==> config.mk <==
export PLATFORM = sky130hd
export DESIGN_NAME = voter_plus
export DESIGN_NICKNAME = d
export VERILOG_FILES = /design/src/rtl/voter_pkg.sv /design/src/rtl/voter_plus_popcount.sv /design/src/rtl/voter_plus.sv
export SDC_FILE = /design/constraint.sdc
export NUM_CORES = 1
export LEC_CHECK = 0
export BUFFER_PORTS_ARGS = -buffer_cell sky130_fd_sc_hd__buf_2
export CORE_MARGIN = 2
export CORE_UTILIZATION = 27
export CTS_CLUSTER_DIAMETER = 80
export DETAILED_ROUTE_END_ITERATION = 16
export GPL_TIMING_DRIVEN = 0
export PLACE_DENSITY_LB_ADDON = 0.25
export SLEW_MARGIN = 20
export SYNTH_ARGS = -nofsm -noshare
export SYNTH_HDL_FRONTEND = slang
export SYNTH_SLANG_ARGS = --single-unit
==> constraint.sdc <==
create_clock -name clk -period 11.3 [get_ports clk]
set_clock_uncertainty 0.2 [all_clocks]
set_input_delay 1.695 -clock clk [delete_from_list [all_inputs] [get_ports clk]]
set_output_delay 1.695 -clock clk [all_outputs]
set_load 0.005 [all_outputs]
==> src/rtl/voter_pkg.sv <==
// Shared constants for the weighted voter tally: voter counts, weights and result width.
package voter_pkg;

    localparam int NP_W        = 32;
    localparam int VIP_W       = 8;
    localparam int VIP_WEIGHT  = 4;
    localparam int VVIP_WEIGHT = 16;
    localparam int RES_W       = 8;

    // Highest reachable tally once every voter has cast a vote.
    function automatic int max_tally();
        return NP_W + VIP_WEIGHT * VIP_W + VVIP_WEIGHT;
    endfunction

    localparam int MAX_TALLY = max_tally();

endpackage : voter_pkg

==> src/rtl/voter_plus_popcount.sv <==
// Combinational population count of a W-bit vector, zero-extended to OUT_W bits.
module voter_plus_popcount #(
    parameter int W     = 32,
    parameter int OUT_W = 8
) (
    input  logic [W-1:0]     bits_i,
    output logic [OUT_W-1:0] count_o
);

    // NOTE: combinational logic uses blocking '=' and assigns a default before the loop,
    // so every path writes count_o and no latch is inferred.
    always_comb begin
        count_o = '0;
        for (int i = 0; i < W; i++) begin
            count_o = count_o + OUT_W'(bits_i[i]);
        end
    end

endmodule : voter_plus_popcount

==> src/rtl/voter_plus.sv <==
// Sticky one-vote-per-voter registers feeding a weighted tally of normal, VIP and VVIP votes.
module voter_plus
    import voter_pkg::*;
(
    input  logic              clk,
    input  logic              reset,
    input  logic [NP_W-1:0]   np,
    input  logic [VIP_W-1:0]  vip,
    input  logic              vvip,
    output logic [RES_W-1:0]  result
);

    logic [NP_W-1:0]  np_q,   np_d;
    logic [VIP_W-1:0] vip_q,  vip_d;
    logic             vvip_q, vvip_d;

    logic [RES_W-1:0] np_cnt;
    logic [RES_W-1:0] vip_cnt;

    // A vote, once cast, is OR-ed in and can only be cleared by reset.
    always_comb begin
        np_d   = np_q   | np;
        vip_d  = vip_q  | vip;
        vvip_d = vvip_q | vvip;
    end

    // NOTE: state registers use non-blocking '<=' so every flop samples pre-edge values.
    always_ff @(posedge clk or posedge reset) begin
        if (reset) begin
            np_q   <= '0;
            vip_q  <= '0;
            vvip_q <= 1'b0;
        end else begin
            np_q   <= np_d;
            vip_q  <= vip_d;
            vvip_q <= vvip_d;
        end
    end

    voter_plus_popcount #(
        .W     (NP_W),
        .OUT_W (RES_W)
    ) u_np_popcount (
        .bits_i  (np_q),
        .count_o (np_cnt)
    );

    voter_plus_popcount #(
        .W     (VIP_W),
        .OUT_W (RES_W)
    ) u_vip_popcount (
        .bits_i  (vip_q),
        .count_o (vip_cnt)
    );

    // Driven only from registered flags, so inputs never reach result within a cycle.
    always_comb begin
        result = np_cnt
               + RES_W'(VIP_WEIGHT) * vip_cnt
               + (vvip_q ? RES_W'(VVIP_WEIGHT) : RES_W'(0));
    end

endmodule : voter_plus

* After elaboration in Yosys (flattened, before gate mapping)
Index checks and enable logic that the tools add are counted.
** Storage, ports and cells
- Logic and storage cells :: 47
- Output and inout port bits :: 8
- Bits in registers :: 41
- Input port bits :: 43
** Cells by class
- Bitwise gates (word level) :: 3
- Muxes and demuxes :: 1
- Add/sub/neg operators :: 40
** Operator list (count)
- 8-bit by 1-bit adder with 8-bit output :: 30
- 6-bit by 1-bit adder with 6-bit output :: 6
- 32-bit OR :: 1
- 8-bit by 5-bit adder with 8-bit output :: 1
- 8-bit adder :: 1
- 8-bit OR :: 1
- 5-bit two-way mux :: 1
- 1-bit by 1-bit adder with 2-bit output :: 2
- 1-bit OR :: 1

* Logic depth before layout (Yosys ltp)
- Depth after elaboration :: 33
- Depth in mapped cells :: 17
- Mapped depth without buffers :: 17

* Modules after synthesis
A second synthesis with hierarchy kept.
** Unflattened totals
- Cell total of the unflattened synthesis :: 220
- Area, all modules :: 2588.7 sq um
** Modules (own cells, without submodules)
- voter_plus :: sequential area each 1026.0 sq um, times used 1, area an instance 1517.7 sq um, cells each 107
- voter_plus_popcount at u_np_popcount :: sequential area each 0.0 sq um, times used 1, area an instance 897.1 sq um, cells each 95
- voter_plus_popcount at u_vip_popcount :: sequential area each 0.0 sq um, times used 1, area an instance 173.9 sq um, cells each 18

* Worst setup path after synthesis
No wires, ideal clock.
- Path type :: flip-flop to output port
- Start point :: register vip_q[0]
- End point :: output result[6]
- Required time :: 9405 ps
- Stages on the path, launching flop included :: 18
- Path buffers :: 0
- Data arrival time :: 4941 ps
- Slack :: 4464 ps
- Path through :: dfrtp_1 -> ha_1 -> inv_1 -> fa_1 -> fa_1 -> fa_1 -> inv_1 -> ha_1 -> fa_1 -> inv_1 -> fa_1 -> inv_1 -> fa_1 -> ha_1 -> a211oi_2 -> o21bai_1 -> a21oi_2 -> xnor2_1
** On the way
- Longest elaborated chain between the ends :: 9
** Ends and longest elaborated chain
- start: declaration :: line voter_plus.sv:14 : logic [VIP_W-1:0] vip_q, vip_d;
- start signal: assignment :: line voter_plus.sv:35 : vip_q <= vip_d;
- 1-bit by 1-bit adder with 2-bit output :: line voter_plus_popcount.sv:15 : count_o = count_o + OUT_W'(bits_i[i]);
- 6-bit by 1-bit adder with 6-bit output (6 in series) :: line voter_plus_popcount.sv:15
- 8-bit adder :: line voter_plus.sv:59 : + RES_W'(VIP_WEIGHT) * vip_cnt
- 8-bit by 5-bit adder with 8-bit output :: line voter_plus.sv:60 : + (vvip_q ? RES_W'(VVIP_WEIGHT) : RES_W'(0));
- end: declaration :: line voter_plus.sv:10 : output logic [RES_W-1:0] result
Every way passes these cells.

* Final worst setup path
Same ends and word-level chain as after synthesis.

==> impl_metrics.toml <==
[clock_tree]
post_cts_resized = 0
cts_setup_buffers = 0
clk_path_buf_depth = 2
h-tree-depth = 2
numCtsBuffers = 5
cts_root_buf = "clkbuf_8"
cts.sinks = 41
insertion_delay_ps = 290
clk_pin_slew_ps = 80
postCtsHoldBufs = 0
cts_tree = "done"

[power]
power_density_nw_per_um2 = 90.9
irDropWorstVdd_v = 0.0000440
leakagePower_uw = 0.00149
finalPower_uw = 279

[logic_synthesis]
synth_fp_nets = 311
yosys_warnings = 0
synth_seq_area_share_pct = 40.3
syn_area_um2 = 2540
syn_inst = 217
synth-seq-cells = 41
synth_cell_types = 21
postSynthAreaPerCell_um2 = 11.7

[worst_setup_path]
worstReg2RegStart = "np_q[17]$_DFF_PP0_"
cp-start-kind = "register"
reg2reg_slack_ps = 10310
worstPathRequired_ps = 9410
worstPathArrival_ps = 5520
rr_worst_depth = 1
worstReg2RegEnd = "np_q[17]$_DFF_PP0_"
endpoint_kind = "primary output"
critical_path_class = "register to primary output"
cp_max_fo = 4

[hold_path]
hold_start = "vip_q[4]$_DFF_PP0_"
hold_path_end = "vip_q[4]$_DFF_PP0_"
hold_path_depth = 1
min_path_type = "register to register"

[sta]
tightest_slew_ps = 384
period_share_pct = 65.6
fin_ws_ps = 3880
hold_viol = 0
max_slew_margin_pct = 74.4
min_period_ps = 7420
final_max_slew_viol_count = 0
rsz0062_at_grt = "false"
final-setup-viol-count = 0
max_freq_mhz = 135
fin_tns_setup_ps = 0

[final_layout]
drive_above_1_share_pct = 38.0
layout_commonest_cell = "inv_1"
design_area_um2 = 3070
final_util_pct = 33.4
final_cell_mix = "inv_1, buf_2, or2_2, dfrtp_1, fa_1"
nFillCells = 964
nNetsFinal = 369
area_growth_pct = 20.7
antenna_cells = 0

[die]
chipWidth_um = 101
initial_core_util_pct = 27.7
die_area_um2 = 10200
ios = 51
core_um2 = 9200
rows = 35
die_h_um = 101

[routing]
drt.antenna.violating_nets = 0
wl_um = 3910
first_pass_iters = 2
drc = 0
drtIter0Drc = 32
wl_per_cell_um = 10.1
routed_via_density = 3.83
via_count = 1482

[place]
dp_hpwl_um = 3340
place_congestion = 0.705
place_ws_ps = 4140
portBuffers = 50
placed_cell_area_um2 = 2950

[status]
status = "finished, final reports clean"

[global_routing]
grt_pass1_vias = 1523
gr-usage-all-layers_pct = 8.40
grt_first_pass_wirelength_um = 6690
overflow = 0
antenna_found_initial = 0
grt_max_degree = 27

[run]
maxCapViolCount = 0
-- per-layer routing --
layer / GRT usage [%] / vias up / part of all wire [%]
met5: 0 / - / 0
met4: 2.49 / 0 / 1.2
met3: 2.98 / 5 / 6.6
met2: 12.8 / 36 / 44
met1: 11.2 / 698 / 48
li1: - / 743 / -
-- layout make-up --
cell class                 count  area, um2  share of cell area (%)
timing repair buffer          51        270                    8.81
multi-input combinational    115       1290                    42.0
sequential                    41       1030                    33.4
inverter                      61        229                    7.46
clock inverter                 1       30.0                   0.978
clock buffer                   7       86.3                    2.81
tap                          111        139                    4.53
-- power by group --
part	total (uW)	internal [uW]	switching [uW]
logic	10.4	5.71	4.64
clock network	122	72.1	50.0
registers	147	147	0.000000000000176
total	279	224	54.6
-- registers in the layout, indices dropped and copies added, names as in the netlist --
signal / flops
np_q: 32
vip_q: 8
vvip_q: 1
-- cell families (layout without fill, tap and decap cells) --
group | after synthesis | count (layout) | share of synthesized area (%)
XOR/XNOR | 6 | 6 | 2.07
buffers and inverters | 61 | 120 | 9.00
AO/OA/AOI/OAI | 13 | 13 | 3.98
AND/OR/NAND/NOR | 45 | 45 | 11.0
adder cells (fa/ha/maj) | 51 | 51 | 33.6
flip-flops | 41 | 41 | 40.3
-- per-stage QoR --
| stage | hold slack (ps) | std cells |
|---|---|---|
| after floorplan | 240 | 217 |
| after global placement | 251 | 378 |
| after detailed placement | 257 | 379 |
| after CTS | 276 | 387 |
| after global routing | 283 | 387 |
| final | 269 | 387 |
-- synthesized netlist by cell type --
cell type,n,area (um2)
inv_1,61,229
dfrtp_1,41,1030
or2_2,41,257
fa_1,29,581
ha_1,22,275
xnor2_1,3,26.3
xor2_1,3,26.3
a21o_1,2,15.0
a21oi_2,2,17.5
nor2b_1,2,12.5
a211oi_2,1,12.5
a21o_2,1,8.76
a21oi_1,1,5.00
a31o_1,1,8.76
nand2_1,1,3.75
nand2b_1,1,6.26
o21a_1,1,7.51
o21ai_0,1,5.00
o21ai_1,1,5.00
o21ai_2,1,8.76
o21bai_1,1,7.51
-- critical path, stage by stage (launching register included) --
cell and delay (ps):
dfrtp_1 390, ha_1 270, inv_1 40, fa_1 490, fa_1 430, fa_1 490, inv_1 40, ha_1 310
fa_1 530, inv_1 60, fa_1 520, inv_1 50, fa_1 480, ha_1 370, a211oi_2 230, o21bai_1 110
a21oi_2 150, xnor2_1 130, buf_2 130
-- worst max-delay path by stage --
stage,from,depth (start not counted),endpoint,slack (ps)
finish,vip_q[0]$_DFF_PP0_,18,result[6],3880
global placement,vip_q[0]$_DFF_PP0_,18,result[6],4110
floorplan,vip_q[0]$_DFF_PP0_,17,result[6],4460
global route,vip_q[0]$_DFF_PP0_,18,result[6],3590
detailed placement,vip_q[0]$_DFF_PP0_,18,result[6],4140
CTS,vip_q[0]$_DFF_PP0_,18,result[6],3790
(Power assumes the default switching activity.)
